[config.mk]
export PLATFORM = sky130hd
export DESIGN_NAME = wb_cmd_master_flat
export DESIGN_NICKNAME = d
export VERILOG_FILES = /design/src/rtl/wb_cmd_master_pkg.sv /design/src/rtl/wb_cmd_master_if.sv /design/src/rtl/wb_cmd_timeout.sv /design/src/rtl/wb_cmd_master.sv /design/src/flat_wrapper.sv
export SDC_FILE = /design/constraint.sdc
export NUM_CORES = 1
export LEC_CHECK = 0
export ABC_AREA = 0
export BUFFER_PORTS_ARGS = -buffer_cell sky130_fd_sc_hd__buf_2
export CORE_MARGIN = 3
export CORE_UTILIZATION = 50
export DETAILED_ROUTE_END_ITERATION = 10
export PLACE_DENSITY = 0.73
export SETUP_SLACK_MARGIN = 0.15
export SYNTH_ARGS = -nofsm -noshare
export SYNTH_HDL_FRONTEND = slang
export SYNTH_SLANG_ARGS = --single-unit
[constraint.sdc]
create_clock -name wb_clk_i -period 3.9 [get_ports wb_clk_i]
set_clock_uncertainty 0.2 [all_clocks]
set_input_delay 0.195 -clock wb_clk_i [delete_from_list [all_inputs] [get_ports wb_clk_i]]
set_output_delay 0.195 -clock wb_clk_i [all_outputs]
set_load 0.01 [all_outputs]
[src/rtl/wb_cmd_master_pkg.sv]
// Shared definitions for the byte-stream-to-Wishbone bridge.
// Holds the command/status byte values, the FSM state encoding and a
// helper that picks one byte of a 32-bit word in MSB-first order.
package wb_cmd_master_pkg;

    // Command bytes arriving from the host link
    localparam logic [7:0] CMD_RD    = 8'h52;  // 'R'
    localparam logic [7:0] CMD_WR    = 8'h57;  // 'W'

    // Status bytes returned to the host link
    localparam logic [7:0] ST_OK     = 8'h4B;  // 'K'
    localparam logic [7:0] ST_ERR    = 8'h45;  // 'E'
    localparam logic [7:0] ST_BADCMD = 8'h3F;  // '?'

    typedef enum logic [2:0] {
        S_IDLE      = 3'd0,
        S_ADDR      = 3'd1,
        S_WDATA     = 3'd2,
        S_BUS       = 3'd3,
        S_RESP_STAT = 3'd4,
        S_RESP_DATA = 3'd5
    } state_e;

    // Byte idx of a word, idx 0 being the most significant byte
    function automatic logic [7:0] word_byte(input logic [31:0] word, input logic [1:0] idx);
        logic [7:0] b;
        case (idx)
            2'd0:    b = word[31:24];
            2'd1:    b = word[23:16];
            2'd2:    b = word[15:8];
            2'd3:    b = word[7:0];
            default: b = 8'h00;
        endcase
        return b;
    endfunction

endpackage

[src/rtl/wb_cmd_master_if.sv]
// Signal bundle for wb_cmd_master: the host byte link (rx/tx streams) and
// the Wishbone classic master port.
//   master modport : the bridge's view (drives rx_ready, tx_*, wbm_*_o)
//   slave  modport : the environment's view (host link and bus slave)
interface wb_cmd_master_if;

    logic [7:0]  rx_data_i;
    logic        rx_valid_i;
    logic        rx_ready_o;
    logic [7:0]  tx_data_o;
    logic        tx_valid_o;
    logic        tx_ready_i;
    logic [31:0] wbm_adr_o;
    logic [31:0] wbm_dat_o;
    logic [3:0]  wbm_sel_o;
    logic        wbm_we_o;
    logic        wbm_cyc_o;
    logic        wbm_stb_o;
    logic [31:0] wbm_dat_i;
    logic        wbm_ack_i;

    modport master (
        input  rx_data_i, rx_valid_i, tx_ready_i, wbm_dat_i, wbm_ack_i,
        output rx_ready_o, tx_data_o, tx_valid_o,
               wbm_adr_o, wbm_dat_o, wbm_sel_o, wbm_we_o, wbm_cyc_o, wbm_stb_o
    );

    modport slave (
        output rx_data_i, rx_valid_i, tx_ready_i, wbm_dat_i, wbm_ack_i,
        input  rx_ready_o, tx_data_o, tx_valid_o,
               wbm_adr_o, wbm_dat_o, wbm_sel_o, wbm_we_o, wbm_cyc_o, wbm_stb_o
    );

endinterface

[src/rtl/wb_cmd_timeout.sv]
// Bus-cycle watchdog counter for wb_cmd_master.
//   clk, rst_n : clock, asynchronous active-low reset
//   clr        : synchronous clear to zero (has priority over en)
//   en         : count one more cycle without acknowledge
//   expired    : the current cycle is the TIMEOUT-th cycle without ack
// The counter holds the number of completed wait cycles, so the cycle in
// which it reads TIMEOUT-1 is the last one the strobe may stay high.
module wb_cmd_timeout #(
    parameter int TIMEOUT = 255,
    parameter int CNT_W   = 16
) (
    input  logic clk,
    input  logic rst_n,
    input  logic clr,
    input  logic en,
    output logic expired
);

    localparam logic [CNT_W-1:0] LIMIT = CNT_W'(TIMEOUT - 1);

    logic [CNT_W-1:0] cnt_r;

    // Wait-cycle counter: cleared outside the bus phase, counts while waiting
    always_ff @(posedge clk or negedge rst_n) begin
        if (!rst_n) begin
            cnt_r <= '0;
        end else if (clr) begin
            cnt_r <= '0;
        end else if (en) begin
            cnt_r <= cnt_r + CNT_W'(1);
        end else begin
            cnt_r <= cnt_r;
        end
    end

    assign expired = (cnt_r == LIMIT);

endmodule

[src/rtl/wb_cmd_master.sv]
// Byte-stream-to-Wishbone bridge. Parses 'R'/'W' commands from a host byte
// link, runs a single Wishbone classic cycle and returns a status byte
// ('K', 'E' or '?') plus four read-data bytes for a successful read.
//   wb_clk_i : clock
//   wb_rst_i : asynchronous active-low reset
//   bus      : host rx/tx byte streams and Wishbone master signals
//   busy_o   : high whenever the FSM is outside IDLE
// All outputs come straight from registers.
module wb_cmd_master #(
    parameter int TIMEOUT = 255,
    parameter int CNT_W   = 16
) (
    input  logic              wb_clk_i,
    input  logic              wb_rst_i,
    wb_cmd_master_if.master   bus,
    output logic              busy_o
);

    import wb_cmd_master_pkg::*;

    state_e      state_r;
    logic [1:0]  cnt_r;
    logic        we_r;
    logic [31:0] adr_r;
    logic [31:0] wdat_r;
    logic [31:0] rdat_r;
    logic [7:0]  status_r;
    logic        rx_ready_r;
    logic        tx_valid_r;
    logic [7:0]  tx_data_r;
    logic        cyc_r;
    logic        bus_we_r;
    logic        busy_r;

    logic        accept_s;
    logic        tx_hs_s;
    logic        to_clr_s;
    logic        to_en_s;
    logic        expired_s;

    assign accept_s = bus.rx_valid_i & rx_ready_r;
    assign tx_hs_s  = tx_valid_r & bus.tx_ready_i;
    assign to_clr_s = (state_r != S_BUS);
    assign to_en_s  = (state_r == S_BUS) & ~bus.wbm_ack_i;

    wb_cmd_timeout #(
        .TIMEOUT (TIMEOUT),
        .CNT_W   (CNT_W)
    ) u_timeout (
        .clk     (wb_clk_i),
        .rst_n   (wb_rst_i),
        .clr     (to_clr_s),
        .en      (to_en_s),
        .expired (expired_s)
    );

    // Command FSM; every output register is set for the state being entered
    always_ff @(posedge wb_clk_i or negedge wb_rst_i) begin
        if (!wb_rst_i) begin
            state_r    <= S_IDLE;
            cnt_r      <= 2'd0;
            we_r       <= 1'b0;
            adr_r      <= 32'h0000_0000;
            wdat_r     <= 32'h0000_0000;
            rdat_r     <= 32'h0000_0000;
            status_r   <= 8'h00;
            rx_ready_r <= 1'b1;
            tx_valid_r <= 1'b0;
            tx_data_r  <= 8'h00;
            cyc_r      <= 1'b0;
            bus_we_r   <= 1'b0;
            busy_r     <= 1'b0;
        end else begin
            case (state_r)
                S_IDLE: begin
                    if (accept_s) begin
                        busy_r <= 1'b1;
                        if ((bus.rx_data_i == CMD_RD) || (bus.rx_data_i == CMD_WR)) begin
                            we_r    <= (bus.rx_data_i == CMD_WR);
                            cnt_r   <= 2'd0;
                            state_r <= S_ADDR;
                        end else begin
                            status_r   <= ST_BADCMD;
                            tx_data_r  <= ST_BADCMD;
                            tx_valid_r <= 1'b1;
                            rx_ready_r <= 1'b0;
                            state_r    <= S_RESP_STAT;
                        end
                    end
                end

                S_ADDR: begin
                    if (accept_s) begin
                        adr_r <= {adr_r[23:0], bus.rx_data_i};
                        // Counter wraps 3 -> 0, ready for the data phase
                        cnt_r <= cnt_r + 2'd1;
                        if (cnt_r == 2'd3) begin
                            if (we_r) begin
                                state_r <= S_WDATA;
                            end else begin
                                rx_ready_r <= 1'b0;
                                cyc_r      <= 1'b1;
                                bus_we_r   <= 1'b0;
                                state_r    <= S_BUS;
                            end
                        end
                    end
                end

                S_WDATA: begin
                    if (accept_s) begin
                        wdat_r <= {wdat_r[23:0], bus.rx_data_i};
                        cnt_r  <= cnt_r + 2'd1;
                        if (cnt_r == 2'd3) begin
                            rx_ready_r <= 1'b0;
                            cyc_r      <= 1'b1;
                            bus_we_r   <= 1'b1;
                            state_r    <= S_BUS;
                        end
                    end
                end

                S_BUS: begin
                    // Ack is checked first so it wins over a simultaneous timeout
                    if (bus.wbm_ack_i) begin
                        rdat_r     <= bus.wbm_dat_i;
                        cyc_r      <= 1'b0;
                        bus_we_r   <= 1'b0;
                        status_r   <= ST_OK;
                        tx_data_r  <= ST_OK;
                        tx_valid_r <= 1'b1;
                        state_r    <= S_RESP_STAT;
                    end else if (expired_s) begin
                        cyc_r      <= 1'b0;
                        bus_we_r   <= 1'b0;
                        status_r   <= ST_ERR;
                        tx_data_r  <= ST_ERR;
                        tx_valid_r <= 1'b1;
                        state_r    <= S_RESP_STAT;
                    end
                end

                S_RESP_STAT: begin
                    if (tx_hs_s) begin
                        if ((status_r == ST_OK) && !we_r) begin
                            cnt_r     <= 2'd0;
                            tx_data_r <= word_byte(rdat_r, 2'd0);
                            state_r   <= S_RESP_DATA;
                        end else begin
                            tx_valid_r <= 1'b0;
                            rx_ready_r <= 1'b1;
                            busy_r     <= 1'b0;
                            state_r    <= S_IDLE;
                        end
                    end
                end

                S_RESP_DATA: begin
                    if (tx_hs_s) begin
                        cnt_r <= cnt_r + 2'd1;
                        if (cnt_r == 2'd3) begin
                            tx_valid_r <= 1'b0;
                            rx_ready_r <= 1'b1;
                            busy_r     <= 1'b0;
                            state_r    <= S_IDLE;
                        end else begin
                            tx_data_r <= word_byte(rdat_r, cnt_r + 2'd1);
                        end
                    end
                end

                default: begin
                    state_r    <= S_IDLE;
                    cnt_r      <= 2'd0;
                    rx_ready_r <= 1'b1;
                    tx_valid_r <= 1'b0;
                    cyc_r      <= 1'b0;
                    bus_we_r   <= 1'b0;
                    busy_r     <= 1'b0;
                end
            endcase
        end
    end

    assign bus.rx_ready_o = rx_ready_r;
    assign bus.tx_valid_o = tx_valid_r;
    assign bus.tx_data_o  = tx_data_r;
    assign bus.wbm_adr_o  = {adr_r[31:2], 2'b00};
    assign bus.wbm_dat_o  = wdat_r;
    assign bus.wbm_sel_o  = {4{cyc_r}};
    assign bus.wbm_we_o   = bus_we_r;
    assign bus.wbm_cyc_o  = cyc_r;
    assign bus.wbm_stb_o  = cyc_r;
    assign busy_o         = busy_r;

endmodule
[src/flat_wrapper.sv]
// flat-port wrapper written by rule: the top's interface ports become plain ports
module wb_cmd_master_flat import wb_cmd_master_pkg::*;
#(
    parameter int TIMEOUT = 255,
    parameter int CNT_W   = 16
)
  (wb_clk_i, wb_rst_i, busy_o, bus_rx_data_i, bus_rx_valid_i, bus_tx_ready_i, bus_wbm_dat_i, bus_wbm_ack_i, bus_rx_ready_o, bus_tx_data_o, bus_tx_valid_o, bus_wbm_adr_o, bus_wbm_dat_o, bus_wbm_sel_o, bus_wbm_we_o, bus_wbm_cyc_o, bus_wbm_stb_o);
  wb_cmd_master_if bus_i ();
  input  logic wb_clk_i;
  input  logic wb_rst_i;
  output logic busy_o;
  input wire logic [$bits(bus_i.rx_data_i)-1:0] bus_rx_data_i;
  input wire logic [$bits(bus_i.rx_valid_i)-1:0] bus_rx_valid_i;
  input wire logic [$bits(bus_i.tx_ready_i)-1:0] bus_tx_ready_i;
  input wire logic [$bits(bus_i.wbm_dat_i)-1:0] bus_wbm_dat_i;
  input wire logic [$bits(bus_i.wbm_ack_i)-1:0] bus_wbm_ack_i;
  output wire logic [$bits(bus_i.rx_ready_o)-1:0] bus_rx_ready_o;
  output wire logic [$bits(bus_i.tx_data_o)-1:0] bus_tx_data_o;
  output wire logic [$bits(bus_i.tx_valid_o)-1:0] bus_tx_valid_o;
  output wire logic [$bits(bus_i.wbm_adr_o)-1:0] bus_wbm_adr_o;
  output wire logic [$bits(bus_i.wbm_dat_o)-1:0] bus_wbm_dat_o;
  output wire logic [$bits(bus_i.wbm_sel_o)-1:0] bus_wbm_sel_o;
  output wire logic [$bits(bus_i.wbm_we_o)-1:0] bus_wbm_we_o;
  output wire logic [$bits(bus_i.wbm_cyc_o)-1:0] bus_wbm_cyc_o;
  output wire logic [$bits(bus_i.wbm_stb_o)-1:0] bus_wbm_stb_o;
  assign bus_i.rx_data_i = bus_rx_data_i;
  assign bus_i.rx_valid_i = bus_rx_valid_i;
  assign bus_i.tx_ready_i = bus_tx_ready_i;
  assign bus_i.wbm_dat_i = bus_wbm_dat_i;
  assign bus_i.wbm_ack_i = bus_wbm_ack_i;
  assign bus_rx_ready_o = bus_i.rx_ready_o;
  assign bus_tx_data_o = bus_i.tx_data_o;
  assign bus_tx_valid_o = bus_i.tx_valid_o;
  assign bus_wbm_adr_o = bus_i.wbm_adr_o;
  assign bus_wbm_dat_o = bus_i.wbm_dat_o;
  assign bus_wbm_sel_o = bus_i.wbm_sel_o;
  assign bus_wbm_we_o = bus_i.wbm_we_o;
  assign bus_wbm_cyc_o = bus_i.wbm_cyc_o;
  assign bus_wbm_stb_o = bus_i.wbm_stb_o;
  wb_cmd_master #(.TIMEOUT(TIMEOUT), .CNT_W(CNT_W)) u_core (.wb_clk_i(wb_clk_i), .wb_rst_i(wb_rst_i), .bus(bus_i), .busy_o(busy_o));
endmodule
==> qor.txt <==
routability cong.: 0.869
Max Freq: 0.370 GHz
EDFF count, synth: 0
Yosys top cell area share: 0.544
post-route ant nets: 0
root buf cell: clkbuf_16
drt pass-1 iters: 5
Nets: 684
detailed-route wire length: 13400 um
Worst setup SP type: register
Vias/cell: 5.26
P_leak: 0.00402 uW
CP max FO: 23
I/O pins: 127
Die X: 117 um
Least-Margin Pin Slew: 0.938 ns
Synth area leader: dfrtp_1
fin. max-slew vios: 0
syn_area_per_cell: 12.4 um2
Skew-Pair Late Insertion Delay: 0.42 ns
All-Layer GR Usage: 0.205
vias in the first global route: 4494
Worst Setup End Kind: register
overall power: 2990 uW
RSZ-0062 raised after global routing: no
WL per Instance: 16.4 um
CTS buffer count: 17
hold crit path type: input port to register
CTS tree: done
power per cell area: 389 nW/um2
status: finished, final reports clean
Die Area: 13800 um2
register area share after synthesis: 0.549
Final HPWL DP: 8950 um
post-synthesis instance total: 501
port bufs: 124
CORE AREA: 12100 um2
clk buf depth: 2
# rows: 40
postcts setup bufs: 0
Initial Utilization: 0.514
ys flop type: dfrtp_1
Clock Pin Slew Worst Setup and Hold Paths: 0.05 ns
first-pass GRT wire length: 22700 um
Final Cell Area: 7700 um2
post-synthesis async set-or-reset flop share: 1.00
Required @ worst endpoint: 4.00 ns
Yosys warning count: 0
dpl cell area: 6710 um2
Syn Std Cell Area: 6200 um2
Distinct cells, synth: 54
Resized Gates After CTS: 0
Max VDD drop: 0.000261 V
max cap viols: 0
final setup fails: 0
largest net degree at the start of global routing: 107
Synth area leaders: dfrtp_1 54%, mux2_2 19%, buf_4 4.6%
kind of critical path: register to register
DR vias: 4280
global route overflow: 0
Yosys reg bits: 136
CTS H-tree lvls: 4
Layout area overhead: 24.1%
layout cells sized above 1: 0.416
clock sinks: 136
final period utilization: 0.693
cell with the most instances after synthesis: dfrtp_1
initial antenna violation count: 0
chip height: 117 um
Final Hold Viols: 0
Residual DRC: 0
Synth top cells by count: 135 x dfrtp_1, 103 x mux2_2, 38 x buf_4, 25 x nand2_1, 25 x nor2_1
slew margin rel.: 0.375
WP data arrival: 2.80 ns
setup TNS: 0 ns
initial drt markers: 280
Ant. Diodes: 0
fin crit period: 2.70 ns
[placed cells by master, fill, tap and decap left out, types with 5 or more instances in the layout]
| cell type | instances |
|---|---|
| a21oi_1 | 17 |
| a222oi_1 | 8 |
| buf_2 | 123 |
| buf_4 | 5 |
| clkbuf_16 | 17 |
| clkinvlp_4 | 5 |
| dfrtp_1 | 135 |
| dlygate4sd3_1 | 43 |
| ha_1 | 6 |
| inv_1 | 10 |
| mux2_2 | 103 |
| mux2i_1 | 5 |
| nand2_1 | 25 |
| nand2b_1 | 6 |
| nand3_1 | 7 |
| nand4_1 | 5 |
| nor2_1 | 25 |
| nor3_1 | 7 |
| o21ai_0 | 13 |
| o31ai_1 | 5 |
| xor2_1 | 7 |
[flip-flops by register name (all words and copies together) (netlist names)]
name,cells
u_core.adr_r,32
u_core.bus.rx_ready_o,1
u_core.bus.tx_data_o,8
u_core.bus.tx_valid_o,1
u_core.bus.wbm_cyc_o,1
u_core.bus.wbm_dat_o,32
u_core.bus.wbm_we_o,1
u_core.busy_o,1
u_core.cnt_r,2
u_core.rdat_r,32
u_core.state_r,3
u_core.status_r,5
u_core.u_timeout.cnt_r,16
u_core.we_r,1
[worst max-delay path, stage by stage (launching register included)]
cell and delay, ns:
dfrtp_1 0.74, nand2b_1 0.27, nor2_1 0.24, a41oi_1 0.21
a211oi_4 0.53, mux2_2 0.40
[layer usage]
metal / share of wire / track usage
met5: 0 / 0
met3: 0.052 / 0.0612
met1: 0.42 / 0.254
met4: 0.026 / 0.0836
met2: 0.50 / 0.336
[timing repair]
item	4_1_cts	5_1_grt
endpoints found under the setup margin	0	0
hold buffers	43	0
endpoints found under the hold margin	157	0
[layout make-up]
cell class,count,area (um2)
fillers,923,4360
clock buffers,21,460
flip-flops and latches,136,3400
clock inverters,11,100
repair buffers,172,1090
well taps,168,210
multi-input cells,296,2390
inverters,10,37.5
[worst paths after layout]
path | from | endpoint | slack, ns | cells after the start
worst min-delay path | bus_tx_ready_i | u_core.state_r[2]$_DFFE_PN0P_ | 0.11 | 3
worst max register to register | u_core.state_r[2]$_DFFE_PN0P_ | u_core.bus.tx_data_o[7]$_DFFE_PN0P_ | 1.20 | 5
max in group asynchronous | wb_rst_i | u_core.status_r[5]$_DFFE_PN0P_ | 2.21 | 3
min in group asynchronous | wb_rst_i | u_core.adr_r[28]$_DFFE_PN0P_ | 0.28 | 2
worst min register to register | u_core.status_r[0]$_DFFE_PN0P_ | u_core.status_r[0]$_DFFE_PN0P_ | 0.27 | 1
worst max-delay path | u_core.state_r[2]$_DFFE_PN0P_ | u_core.bus.tx_data_o[7]$_DFFE_PN0P_ | 1.20 | 5
[through the flow]
step | hold slack (ns) | worst slack, ns | util | std cells
5_1_grt | 0.118 | 1.01 | 0.639 | 814
3_3_place_gp | 0.179 | 1.33 | 0.556 | 739
6_report | 0.109 | 1.20 | 0.639 | 814
4_1_cts | 0.0846 | 1.20 | 0.639 | 814
2_1_floorplan | -0.301 | 1.74 | - | 502
3_5_place_dp | 0.184 | 1.22 | 0.556 | 739
[kinds of logic after synthesis]
| family | after synthesis | share of synthesized area |
|---|---|---|
| and+or+nand+nor | 102 | 0.0853 |
| muxes | 109 | 0.197 |
| buffers and inverters | 70 | 0.0659 |
| AOI/OAI and AO/OA | 66 | 0.0750 |
| other | 1 | 0.000604 |
| adders and majority gates | 6 | 0.0121 |
| DFF | 136 | 0.549 |
| xor gates and xnor gates | 11 | 0.0155 |
[where the power goes]
group / switching [uW] / internal (uW)
Combinational: 47.2 / 47.3
Sequential: 0 / 1410
Clock: 581 / 907
No activity file was read; power rests on OpenSTA's default activity.
